--- config.mk ---
export PLATFORM = sky130hd
export DESIGN_NAME = mem_port_arbiter_flat
export DESIGN_NICKNAME = d
export VERILOG_FILES = /design/src/rtl/mem_port_arbiter_pkg.sv /design/src/rtl/mem_port_arbiter_if.sv /design/src/rtl/mem_port_arbiter_pselect.sv /design/src/rtl/mem_port_arbiter.sv /design/src/flat_wrapper.sv
export SDC_FILE = /design/constraint.sdc
export NUM_CORES = 1
export LEC_CHECK = 0
export CAP_MARGIN = 20
export CORE_AREA = 2 2 399 401
export CTS_CLUSTER_DIAMETER = 120
export CTS_CLUSTER_SIZE = 10
export DETAILED_ROUTE_END_ITERATION = 12
export DIE_AREA = 0 0 401 403
export PLACE_DENSITY = 0.3
export SLEW_MARGIN = 30
export SYNTH_ARGS = -nofsm -noshare
export SYNTH_HDL_FRONTEND = slang
export SYNTH_SLANG_ARGS = --single-unit
--- constraint.sdc ---
create_clock -name clock -period 6.67 [get_ports clock]
set_clock_uncertainty 0.1 [all_clocks]
set_input_delay 1.334 -clock clock [delete_from_list [all_inputs] [get_ports clock]]
set_output_delay 1.334 -clock clock [all_outputs]
set_load 0.02 [all_outputs]
--- src/rtl/mem_port_arbiter_pkg.sv ---
// rtl/mem_port_arbiter_pkg.sv - shared bus command, arbiter state and tag definitions
//
// Purpose: types and constants shared by the memory-port arbiter, its
//          interface and anything else that talks to the D-memory bus.
// Contents:
//   MEM_TAG_W  width of the memory acceptance / return tag
//   bus_cmd_t  bus command (shared encoding with the memory bus)
//   arb_state_t arbiter FSM states
//   idx_width  index width for an N-entry requester vector
package mem_port_arbiter_pkg;

    localparam int MEM_TAG_W = 4;

    typedef enum logic [1:0] {
        BUS_NONE  = 2'd0,
        BUS_LOAD  = 2'd1,
        BUS_STORE = 2'd2
    } bus_cmd_t;

    typedef enum logic [1:0] {
        IDLE  = 2'd0,
        ISSUE = 2'd1,
        WAIT  = 2'd2
    } arb_state_t;

    // A single requester still needs a 1-bit index field.
    function automatic int idx_width(input int n);
        return (n > 1) ? $clog2(n) : 1;
    endfunction

endpackage

--- src/rtl/mem_port_arbiter_if.sv ---
// rtl/mem_port_arbiter_if.sv - LSQ-side and memory-bus-side signal bundle of the port arbiter
//
// Purpose: groups the requester vectors, the memory bus command/return
//          signals and the per-requester response into one interface.
// Modports:
//   master  the arbiter: drives mem_cmd/mem_addr/mem_wdata, busy, cur_idx,
//           resp_valid, resp_data; samples flush, req*, mem_resp, mem_tag, mem_rdata
//   slave   the environment (LSQ + memory): the opposite directions
interface mem_port_arbiter_if
    import mem_port_arbiter_pkg::*;
#(
    parameter int N      = 8,
    parameter int ADDR_W = 32,
    parameter int DATA_W = 64
);

    localparam int IDX_W = idx_width(N);

    logic                             flush;
    logic [N-1:0]                     req;
    logic [N-1:0]                     req_we;
    logic [N-1:0][ADDR_W-1:0]         req_addr;
    logic [N-1:0][DATA_W-1:0]         req_wdata;

    bus_cmd_t                         mem_cmd;
    logic [ADDR_W-1:0]                mem_addr;
    logic [DATA_W-1:0]                mem_wdata;
    logic [MEM_TAG_W-1:0]             mem_resp;
    logic [MEM_TAG_W-1:0]             mem_tag;
    logic [DATA_W-1:0]                mem_rdata;

    logic                             busy;
    logic [IDX_W-1:0]                 cur_idx;
    logic [N-1:0]                     resp_valid;
    logic [DATA_W-1:0]                resp_data;

    modport master (
        input  flush, req, req_we, req_addr, req_wdata,
        input  mem_resp, mem_tag, mem_rdata,
        output mem_cmd, mem_addr, mem_wdata,
        output busy, cur_idx, resp_valid, resp_data
    );

    modport slave (
        output flush, req, req_we, req_addr, req_wdata,
        output mem_resp, mem_tag, mem_rdata,
        input  mem_cmd, mem_addr, mem_wdata,
        input  busy, cur_idx, resp_valid, resp_data
    );

endinterface

--- src/rtl/mem_port_arbiter_pselect.sv ---
// rtl/mem_port_arbiter_pselect.sv - rotating priority select, binary index out, upward scan
//
// Module binary_pselect_dir0
// Purpose: returns the index of the first set bit of req found scanning
//          upward from sel and wrapping to 0. Purely combinational.
// Ports:
//   req    in  N      request vector
//   en     in  1      qualifies valid
//   sel    in  IDX_W  starting position of the scan (must be < N)
//   idx    out IDX_W  winning index (0 when nothing requests)
//   valid  out 1      en && |req
module binary_pselect_dir0 #(
    parameter int N     = 8,
    parameter int IDX_W = 3
) (
    input  logic [N-1:0]     req,
    input  logic             en,
    input  logic [IDX_W-1:0] sel,
    output logic [IDX_W-1:0] idx,
    output logic             valid
);

    logic [IDX_W-1:0] hi_idx;
    logic [IDX_W-1:0] lo_idx;
    logic             hi_found;

    // Two candidates instead of a modulo scan: the lowest request at or
    // above sel, and the lowest request overall (the wrapped case). The
    // downward loop leaves the lowest matching index in each.
    always_comb begin
        hi_idx   = '0;
        lo_idx   = '0;
        hi_found = 1'b0;
        for (int i = N - 1; i >= 0; i--) begin
            if (req[i]) begin
                lo_idx = IDX_W'(i);
                if (IDX_W'(i) >= sel) begin
                    hi_idx   = IDX_W'(i);
                    hi_found = 1'b1;
                end
            end
        end
    end

    assign idx   = hi_found ? hi_idx : lo_idx;
    assign valid = en && (|req);

endmodule

--- src/rtl/mem_port_arbiter.sv ---
// rtl/mem_port_arbiter.sv - rotating-priority sharing of the single D-memory port among LSQ slots
//
// Purpose: picks one of N load/store requesters, drives its command on the
//          memory bus until accepted, waits for tagged load data, then pulses
//          a one-cycle response to the winner. At most one request is ever
//          outstanding at the memory.
// Ports:
//   clock      in   1        rising-edge clock
//   reset      in   1        asynchronous, active-low
//   bus        master modport of mem_port_arbiter_if:
//     flush                  abort current transaction, block new grants
//     req/req_we/req_addr/req_wdata   per-requester command
//     mem_cmd/mem_addr/mem_wdata      bus command (registered fields)
//     mem_resp   acceptance tag, 0 = rejected;  mem_tag/mem_rdata load return
//     busy       FSM not idle;  cur_idx  owner of the port while busy
//     resp_valid one-hot completion pulse;  resp_data  load data (0 for stores)
module mem_port_arbiter
    import mem_port_arbiter_pkg::*;
#(
    parameter int N      = 8,
    parameter int ADDR_W = 32,
    parameter int DATA_W = 64
) (
    input  logic               clock,
    input  logic               reset,
    mem_port_arbiter_if.master bus
);

    localparam int               IDX_W    = idx_width(N);
    localparam logic [IDX_W-1:0] LAST_IDX = IDX_W'(N - 1);

    arb_state_t           state_q, state_d;
    logic [IDX_W-1:0]     ptr_q, ptr_d;
    logic [IDX_W-1:0]     cur_idx_q, cur_idx_d;
    logic                 lat_we_q, lat_we_d;
    logic [ADDR_W-1:0]    lat_addr_q, lat_addr_d;
    logic [DATA_W-1:0]    lat_wdata_q, lat_wdata_d;
    logic [MEM_TAG_W-1:0] tag_q, tag_d;
    logic                 drop_q, drop_d;
    logic [N-1:0]         resp_valid_q, resp_valid_d;
    logic [DATA_W-1:0]    resp_data_q, resp_data_d;

    logic [IDX_W-1:0]     win_idx;
    logic                 win_valid;
    logic [IDX_W-1:0]     ptr_after;
    logic                 tag_hit;

    binary_pselect_dir0 #(
        .N     (N),
        .IDX_W (IDX_W)
    ) u_pselect (
        .req   (bus.req),
        .en    (state_q == IDLE),
        .sel   (ptr_q),
        .idx   (win_idx),
        .valid (win_valid)
    );

    // Explicit wrap so a non-power-of-two N never lands on an unused index.
    assign ptr_after = (cur_idx_q == LAST_IDX) ? '0 : cur_idx_q + 1'b1;
    assign tag_hit   = (bus.mem_tag == tag_q) && (tag_q != '0);

    always_ff @(posedge clock or negedge reset) begin
        if (!reset) begin
            state_q      <= IDLE;
            ptr_q        <= '0;
            cur_idx_q    <= '0;
            lat_we_q     <= 1'b0;
            lat_addr_q   <= '0;
            lat_wdata_q  <= '0;
            tag_q        <= '0;
            drop_q       <= 1'b0;
            resp_valid_q <= '0;
            resp_data_q  <= '0;
        end else begin
            state_q      <= state_d;
            ptr_q        <= ptr_d;
            cur_idx_q    <= cur_idx_d;
            lat_we_q     <= lat_we_d;
            lat_addr_q   <= lat_addr_d;
            lat_wdata_q  <= lat_wdata_d;
            tag_q        <= tag_d;
            drop_q       <= drop_d;
            resp_valid_q <= resp_valid_d;
            resp_data_q  <= resp_data_d;
        end
    end

    always_comb begin
        state_d      = state_q;
        ptr_d        = ptr_q;
        cur_idx_d    = cur_idx_q;
        lat_we_d     = lat_we_q;
        lat_addr_d   = lat_addr_q;
        lat_wdata_d  = lat_wdata_q;
        tag_d        = tag_q;
        drop_d       = drop_q;
        resp_valid_d = '0;
        resp_data_d  = '0;

        case (state_q)
            IDLE: begin
                if (win_valid && !bus.flush) begin
                    cur_idx_d   = win_idx;
                    lat_we_d    = bus.req_we[win_idx];
                    lat_addr_d  = bus.req_addr[win_idx];
                    lat_wdata_d = bus.req_wdata[win_idx];
                    state_d     = ISSUE;
                end
            end

            ISSUE: begin
                // Flush masks the command this cycle, so memory never saw
                // it and there is nothing to wait for.
                if (bus.flush) begin
                    state_d = IDLE;
                end else if (bus.mem_resp != '0) begin
                    if (lat_we_q) begin
                        state_d                 = IDLE;
                        resp_valid_d[cur_idx_q] = 1'b1;
                        ptr_d                   = ptr_after;
                    end else begin
                        tag_d   = bus.mem_resp;
                        drop_d  = 1'b0;
                        state_d = WAIT;
                    end
                end
            end

            WAIT: begin
                // Memory cannot cancel a load, so a flushed load still waits
                // for its tag to keep the return stream in order.
                if (tag_hit) begin
                    state_d = IDLE;
                    drop_d  = 1'b0;
                    if (!drop_q && !bus.flush) begin
                        resp_valid_d[cur_idx_q] = 1'b1;
                        resp_data_d             = bus.mem_rdata;
                        ptr_d                   = ptr_after;
                    end
                end else if (bus.flush) begin
                    drop_d = 1'b1;
                end
            end

            default: begin
                state_d = IDLE;
            end
        endcase
    end

    assign bus.mem_cmd    = (state_q == ISSUE && !bus.flush)
                            ? (lat_we_q ? BUS_STORE : BUS_LOAD) : BUS_NONE;
    assign bus.mem_addr   = lat_addr_q;
    assign bus.mem_wdata  = lat_wdata_q;
    assign bus.busy       = (state_q != IDLE);
    assign bus.cur_idx    = cur_idx_q;
    assign bus.resp_valid = resp_valid_q;
    assign bus.resp_data  = resp_data_q;

endmodule

--- src/flat_wrapper.sv ---
// flat-port wrapper written by rule: the top's interface ports become plain ports
module mem_port_arbiter_flat import mem_port_arbiter_pkg::*;
#(
    parameter int N      = 8,
    parameter int ADDR_W = 32,
    parameter int DATA_W = 64
)
  (clock, reset, bus_flush, bus_req, bus_req_we, bus_req_addr, bus_req_wdata, bus_mem_resp, bus_mem_tag, bus_mem_rdata, bus_mem_cmd, bus_mem_addr, bus_mem_wdata, bus_busy, bus_cur_idx, bus_resp_valid, bus_resp_data);
  mem_port_arbiter_if #(.N(N), .ADDR_W(ADDR_W), .DATA_W(DATA_W)) bus_i ();
  input  logic clock;
  input  logic reset;
  input wire logic [$bits(bus_i.flush)-1:0] bus_flush;
  input wire logic [$bits(bus_i.req)-1:0] bus_req;
  input wire logic [$bits(bus_i.req_we)-1:0] bus_req_we;
  input wire logic [$bits(bus_i.req_addr)-1:0] bus_req_addr;
  input wire logic [$bits(bus_i.req_wdata)-1:0] bus_req_wdata;
  input wire logic [$bits(bus_i.mem_resp)-1:0] bus_mem_resp;
  input wire logic [$bits(bus_i.mem_tag)-1:0] bus_mem_tag;
  input wire logic [$bits(bus_i.mem_rdata)-1:0] bus_mem_rdata;
  output wire logic [$bits(bus_i.mem_cmd)-1:0] bus_mem_cmd;
  output wire logic [$bits(bus_i.mem_addr)-1:0] bus_mem_addr;
  output wire logic [$bits(bus_i.mem_wdata)-1:0] bus_mem_wdata;
  output wire logic [$bits(bus_i.busy)-1:0] bus_busy;
  output wire logic [$bits(bus_i.cur_idx)-1:0] bus_cur_idx;
  output wire logic [$bits(bus_i.resp_valid)-1:0] bus_resp_valid;
  output wire logic [$bits(bus_i.resp_data)-1:0] bus_resp_data;
  assign bus_i.flush = bus_flush;
  assign bus_i.req = bus_req;
  assign bus_i.req_we = bus_req_we;
  assign bus_i.req_addr = bus_req_addr;
  assign bus_i.req_wdata = bus_req_wdata;
  assign bus_i.mem_resp = bus_mem_resp;
  assign bus_i.mem_tag = bus_mem_tag;
  assign bus_i.mem_rdata = bus_mem_rdata;
  assign bus_mem_cmd = bus_i.mem_cmd;
  assign bus_mem_addr = bus_i.mem_addr;
  assign bus_mem_wdata = bus_i.mem_wdata;
  assign bus_busy = bus_i.busy;
  assign bus_cur_idx = bus_i.cur_idx;
  assign bus_resp_valid = bus_i.resp_valid;
  assign bus_resp_data = bus_i.resp_data;
  mem_port_arbiter #(.N(N), .ADDR_W(ADDR_W), .DATA_W(DATA_W)) u_core (.clock(clock), .reset(reset), .bus(bus_i));
endmodule
# Word-level counts from Yosys, hierarchy flattened

Cells that the tools add are included.

Add/sub/neg operators: 1
$mul: 0
Div/mod/pow operators: 0
$lt $le $gt $ge: 11
Eq/ne operators: 13
Shift operators: 0
Muxes and demuxes: 79
Bitwise gates (word level): 2
Reductions and logical operators: 19

Operators with widths:

| kind                                                              | number |
|---|---|
| 2-to-1 mux 64 bit                                                 | 4 |
| binary-select mux 64 bit (select 3 bit)                           | 1 |
| binary-select mux 32 bit (select 3 bit)                           | 1 |
| 2-to-1 mux 3 bit                                                  | 31 |
| 2-to-1 mux 8 bit                                                  | 5 |
| 2-to-1 mux 32 bit                                                 | 1 |
| 2-to-1 mux 1 bit                                                  | 23 |
| case mux 8 bit (2 select lines)                                   | 1 |
| 2-to-1 mux 2 bit                                                  | 7 |
| greater-or-equal comparator 3 bit (first input constant)          | 4 |
| inequality test 2 x 1 -> 1 bit (second input constant)            | 5 |
| < comparator 3 x 4 -> 1 bit (second input constant)               | 2 |
| nonzero test 4 bit                                                | 2 |
| OR reduction 8 bit                                                | 1 |
| greater-or-equal comparator 1 x 3 -> 1 bit (first input constant) | 2 |
| greater-or-equal comparator 2 x 3 -> 1 bit (first input constant) | 2 |
| logical AND 1 bit                                                 | 6 |
| inequality test 3 x 2 -> 1 bit (second input constant)            | 2 |
| case mux 2 bit (3 select lines)                                   | 1 |
| case mux 3 bit (2 select lines)                                   | 1 |
| AND reduction 6 bit                                               | 1 |
| AND reduction 5 bit                                               | 1 |
| == test 4 bit                                                     | 1 |
| inequality test 2 bit (second input constant)                     | 2 |
| 15 further kinds                                                  | 18 |

Flip-flop bits (word level): 182
Bits in latches: 0
Memory bits (writable): 0
Bits in read-only memories: 0
Bits of input ports: 859
Output and inout bits: 174
Word-level logic and storage cells: 135
Memories: 0

# Depth between registers and ports, before layout

Depth after elaboration: 20
Gate-level depth with buffers: 11
Gate-level depth less buffers: 7

# Cells and area by module

From an unflattened synthesis, not the netlist that was laid out.

Cells, all modules: 931
Area total of the unflattened synthesis: 12,458.2 um^2

Modules (own cells, without submodules):

| module              | times used | cells each | area each (um^2) | seq. area each (um^2) |
|---|---|---|---|---|
| mem_port_arbiter    | 1          | 885        | 12,187.9         | 4,554.4 |
| binary_pselect_dir0 | 1          | 46         | 270.3            | 0.0 |

# Least setup slack after synthesis

Ideal clock, no wire load.

Path type: input to output
Start point: in bus_flush
End point: out bus_mem_cmd[0]
Data arrival time: 2.109 ns
Required time: 5.236 ns
Slack: 3.127 ns
Stages: 4
Buffers on the path: 2
Path through: clkbuf_1 > nor2b_1 > nor2b_1 > clkbuf_1

Word-level cells in the longest chain between the ends: 3

Ends and longest elaborated chain:

| element           | line                    | source |
|---|---|---|
| start, declared   | flat_wrapper.sv:12      | `input wire logic [$bits(bus_i.flush)-1:0] bus_flush;` |
| zero test 1 bit   | mem_port_arbiter.sv:152 | `assign bus.mem_cmd = (state_q == ISSUE && !bus.flush)` |
| logical AND 1 bit | mem_port_arbiter.sv:152 |  |
| 2-to-1 mux 2 bit  | mem_port_arbiter.sv:153 | `? (lat_we_q ? BUS_STORE : BUS_LOAD) : BUS_NONE;` |
| end, declared     | flat_wrapper.sv:20      | `output wire logic [$bits(bus_i.mem_cmd)-1:0] bus_mem_cmd;` |

Every way passes these cells.

# Final worst setup path

Same ends and word-level chain as after synthesis.

==> out/qor_table.md <==
| Metric | Value |
| --- | --- |
| Result of the run | complete, no violations |
| Number of sinks handled by clock tree synthesis | 182 |
| Worst-Skew Late Latency | 0.51 ns |
| Buffers from clock root to sink, at most | 2 |
| Final-report hold violation count | 0 |
| Number of input and output port buffers inserted | 1032 |
| Die Footprint | 162000 um^2 |
| DRC viols | 0 |
| Violation count after the first detailed-route iteration | 738 |
| Filler cell count | 17700 |
| Routed vias/inst | 3.44 |
| Final design instance area without fill | 26700 um^2 |
| Proportion of synthesized flip-flops having asynchronous set or reset | 100% |
| Area post-placement | 26000 um^2 |
| Highest clock rate | 198 MHz |
| IR drop worst, VDD | 0.000213 V |
| Worst hold slack | 0.423 ns |
| Ys flop type | dfrtp_1 |
| Number of distinct standard cells referenced by the synthesized netlist | 54 |
| Count of mapped cells out of synthesis | 1325 |
| Total grt overflow | 0 |
| Cell Pwr Density | 349 nW/um^2 |
| Routed len/inst | 27.6 um |
| Reg-to-reg endpoint | u_core.bus.mem_wdata[59]$_DFFE_PN0P_ |
| TNS Setup | 0 ns |
| Data arrival time at the worst-slack endpoint | 3.62 ns |
| Number of antenna violations at the first check in global routing | 79 |
| Number of buffers created by CTS | 17 |
| Unrepaired setup endpoints after global routing | no |
| Area added between synthesis and finish | 102% |
| Family with the most delay on the worst path | buffers and inverters |
| Vias post-DR | 15100 |
| Syn. warnings | 0 |
| Setup repair bufs after CTS | 0 |
| HPWL after detailed placement | 101000 um |
| Final-report setup violation count | 0 |
| List of cells traversed by the critical path | clkdlybuf4s50_1 > nor2b_1 > nor2b_1 > clkdlybuf4s50_1 |
| Root Driver | clkbuf_16 |
| Area of the core | 157000 um^2 |
| Total stage count of the critical path | 4 |
| Synth Area per Inst | 9.96 um^2 |
| Sum of buffers and inverters on the critical path | 2 |
| Maximum number of pins on one net before global-route repair | 81 |
| Depth of the worst register-to-register path | 9 |
| Final Core Density | 17.0% |
| Overall routing resource usage | 14.5% |
| Static Leakage | 10.4 nW |
| Total net switching power | 4.57 mW |
| Hold WC Path Type | reg -> reg |
| Worst slew margin relative to its limit | 35.2% |
| Multi-input logic area | 8040 um^2 |
| Number of nets with antenna violations after routing | 0 |
| Terminating pin of the worst hold path | u_core.bus.mem_wdata[5]$_DFFE_PN0P_ |
| Wire length of the first global-routing pass | 157000 um |
| Internal power | 4.74 mW |
| Clock period minus final worst setup slack | 5.05 ns |
| Tot Pwr | 9.31 mW |
| Number of top-level design ports | 1033 |
| Worst reg2reg startpoint | u_core.ptr_q[2]$_DFFE_PN0P_ |
| Part of the cycle the worst path needs | 75.7% |
| Critical Path End Type | output pin |
| Crit path max fanout | 8 |
| Detailed-router iteration count before antenna repair | 5 |
| Synthesized net count | 2189 |
| DIE HEIGHT | 403 um |
| Hold_sp | u_core.bus.mem_wdata[5]$_DFFE_PN0P_ |
| Worst Setup Start Kind | input port |
| R2R setup slack | 3.08 ns |
| Seq cells post-synth | 182 |
| Clock network power share | 13.0% |
| Fraction of layout cells with a size suffix above 1 | 6.94% |
| Slew of the pin with the lowest slew margin | 0.972 ns |
| CTS tree | yes |
| Post-synth design cell area | 13200 um^2 |
| Slew Limit Fails | 0 |
| Clock transition at the registers of the reported paths | 0.09 ns |
| Switch share | 49.1% |
| Max-cap violations | 0 |
| Net count, final | 3156 |
| Worst setup path class | in -> out |
| Sequential group share of total power | 18.6% |
| Max incr delay on CP | 0.89 ns |
| Number of enable flip-flop cells after synthesis | 0 |
| Level count of the clock H-tree | 4 |
| Count of hold buffers inserted by post-cts repair | 0 |
| Floorplan row count | 146 |
| Weighted congestion at the end of routability-driven global placement | 0.788 |
| Combinational Power Share | 68.4% |
| Initial cell density of the core | 8.38% |
| Sequential area share after synthesis | 34.5% |
| Worst path required time | 5.24 ns |
| Worst hold stages | 1 |
| WL final | 121000 um |
| Number of global-route vias before repair | 16100 |
| CTS-repair resized insts | 0 |
| Crit path max-delay cell type | clkdlybuf4s50_1 |
| Die Width | 401 um |
| Area occupied by registers | 4550 um^2 |
[cell type report]
type                       count  share of cell area (%)
clock buffer                  17                    1.59
timing repair buffer        1071                    40.5
antenna                       19                   0.178
inverter                       7                  0.0984
sequential                   182                    17.1
clock inverter                15                   0.773
tap                         2072                    9.71
multi-input combinational   1013                    30.1
[flip-flops by register name, summed over array words and instances (netlist names)]
signal / cells
u_core.bus.cur_idx: 3
u_core.bus.resp_valid: 8
u_core.drop_q: 1
u_core.bus.resp_data: 64
u_core.tag_q: 4
u_core.ptr_q: 3
u_core.state_q: 2
u_core.bus.mem_addr: 32
u_core.bus.mem_wdata: 64
u_core.lat_we_q: 1
[cell usage in the layout (no fill, tap or decap), types with 5 or more instances in the layout]
master	n
inv_1	7
nor2_1	9
diode_2	19
inv_6	5
clkbuf_16	17
a31oi_1	29
buf_12	13
nand2_1	226
dfrtp_1	182
nand2b_1	5
nor2b_1	5
buf_4	25
a221oi_1	5
nor3_1	5
and3_1	55
mux2i_1	347
inv_12	5
and2_1	67
ha_1	5
a221o_1	28
a311oi_1	27
clkdlybuf4s50_1	1031
clkinv_8	5
a221oi_2	67
o22ai_1	69
[worst reg2reg max path: cells and delay by family (launching register included)]
kind | cells | cell delay (ns)
flops | 1 | 0.54
buf+inv | 3 | 0.82
compound gates | 4 | 0.84
mux | 1 | 0.68
simple gates | 1 | 0.47
[power groups by stage]
stage	logic (mW)	registers [mW]	clock network (mW)
floorplan	3.34	2.00	0
global placement	6.51	1.76	0
detailed placement	6.52	1.75	0
CTS	6.55	1.73	1.31
global route	6.83	1.78	1.32
finish	6.36	1.73	1.21
[logic make-up (layout without fill, tap and decap cells)]
family | after synthesis | after routing | share of synthesized area, %
AND/OR/NAND/NOR | 392 | 392 | 14.2
multiplexers | 351 | 351 | 26.6
AO/OA/AOI/OAI | 262 | 262 | 18.9
flip-flops | 182 | 182 | 34.5
buffers and inverters | 130 | 1110 | 5.15
adder cells (fa/ha/maj) | 5 | 5 | 0.474
XOR/XNOR | 3 | 3 | 0.199
other | 0 | 19 | 0
[stage by stage]
step	instances	setup slack, ns
5_1_grt	4387	1.47
3_5_place_dp	4345	1.62
4_1_cts	4377	1.60
3_3_place_gp	4343	1.41
2_1_floorplan	1325	3.13
6_report	4396	1.62
[per-layer routing]
metal  wire, um  track usage [%]  up-vias
met2      61900             25.7      614
met5        359                0        -
met1      47100             16.2     7365
met3       9840             5.79      148
met4       2010             3.10       58
li1           -                -     6952
[cells in the mapped netlist, types with 4 or more instances]
cell	number	area share [%]
mux2i_1	348	26
nand2_1	229	6.5
dfrtp_1	182	34
o22ai_1	69	3.3
and2_1	68	3.2
a221oi_2	67	7.6
and3_1	55	2.6
buf_2	48	1.8
clkbuf_1	42	1.2
a31oi_1	29	1.4
a221o_1	28	2.1
a311oi_1	27	1.8
buf_4	13	0.74
nor2_1	11	0.31
buf_6	9	0.77
buf_1	7	0.20
inv_1	7	0.20
a221oi_1	5	0.33
ha_1	5	0.47
nand2b_1	5	0.24
nor2b_1	5	0.24
nor3_1	5	0.19
a22o_1	4	0.27
clkbuf_4	4	0.23
nor3b_1	4	0.23
o21ai_0	4	0.15
[worst max path at each step]
stage | from | endpoint | slack (ns)
global placement | bus_req[2] | u_core.bus.mem_addr[26]$_DFFE_PN0P_ | 1.41
CTS | bus_flush | bus_mem_cmd[0] | 1.60
finish | bus_flush | bus_mem_cmd[0] | 1.62
global route | bus_flush | bus_mem_cmd[0] | 1.47
floorplan | bus_flush | bus_mem_cmd[0] | 3.13
detailed placement | bus_flush | bus_mem_cmd[0] | 1.62
Note: power is estimated with default switching activity, not from simulation.
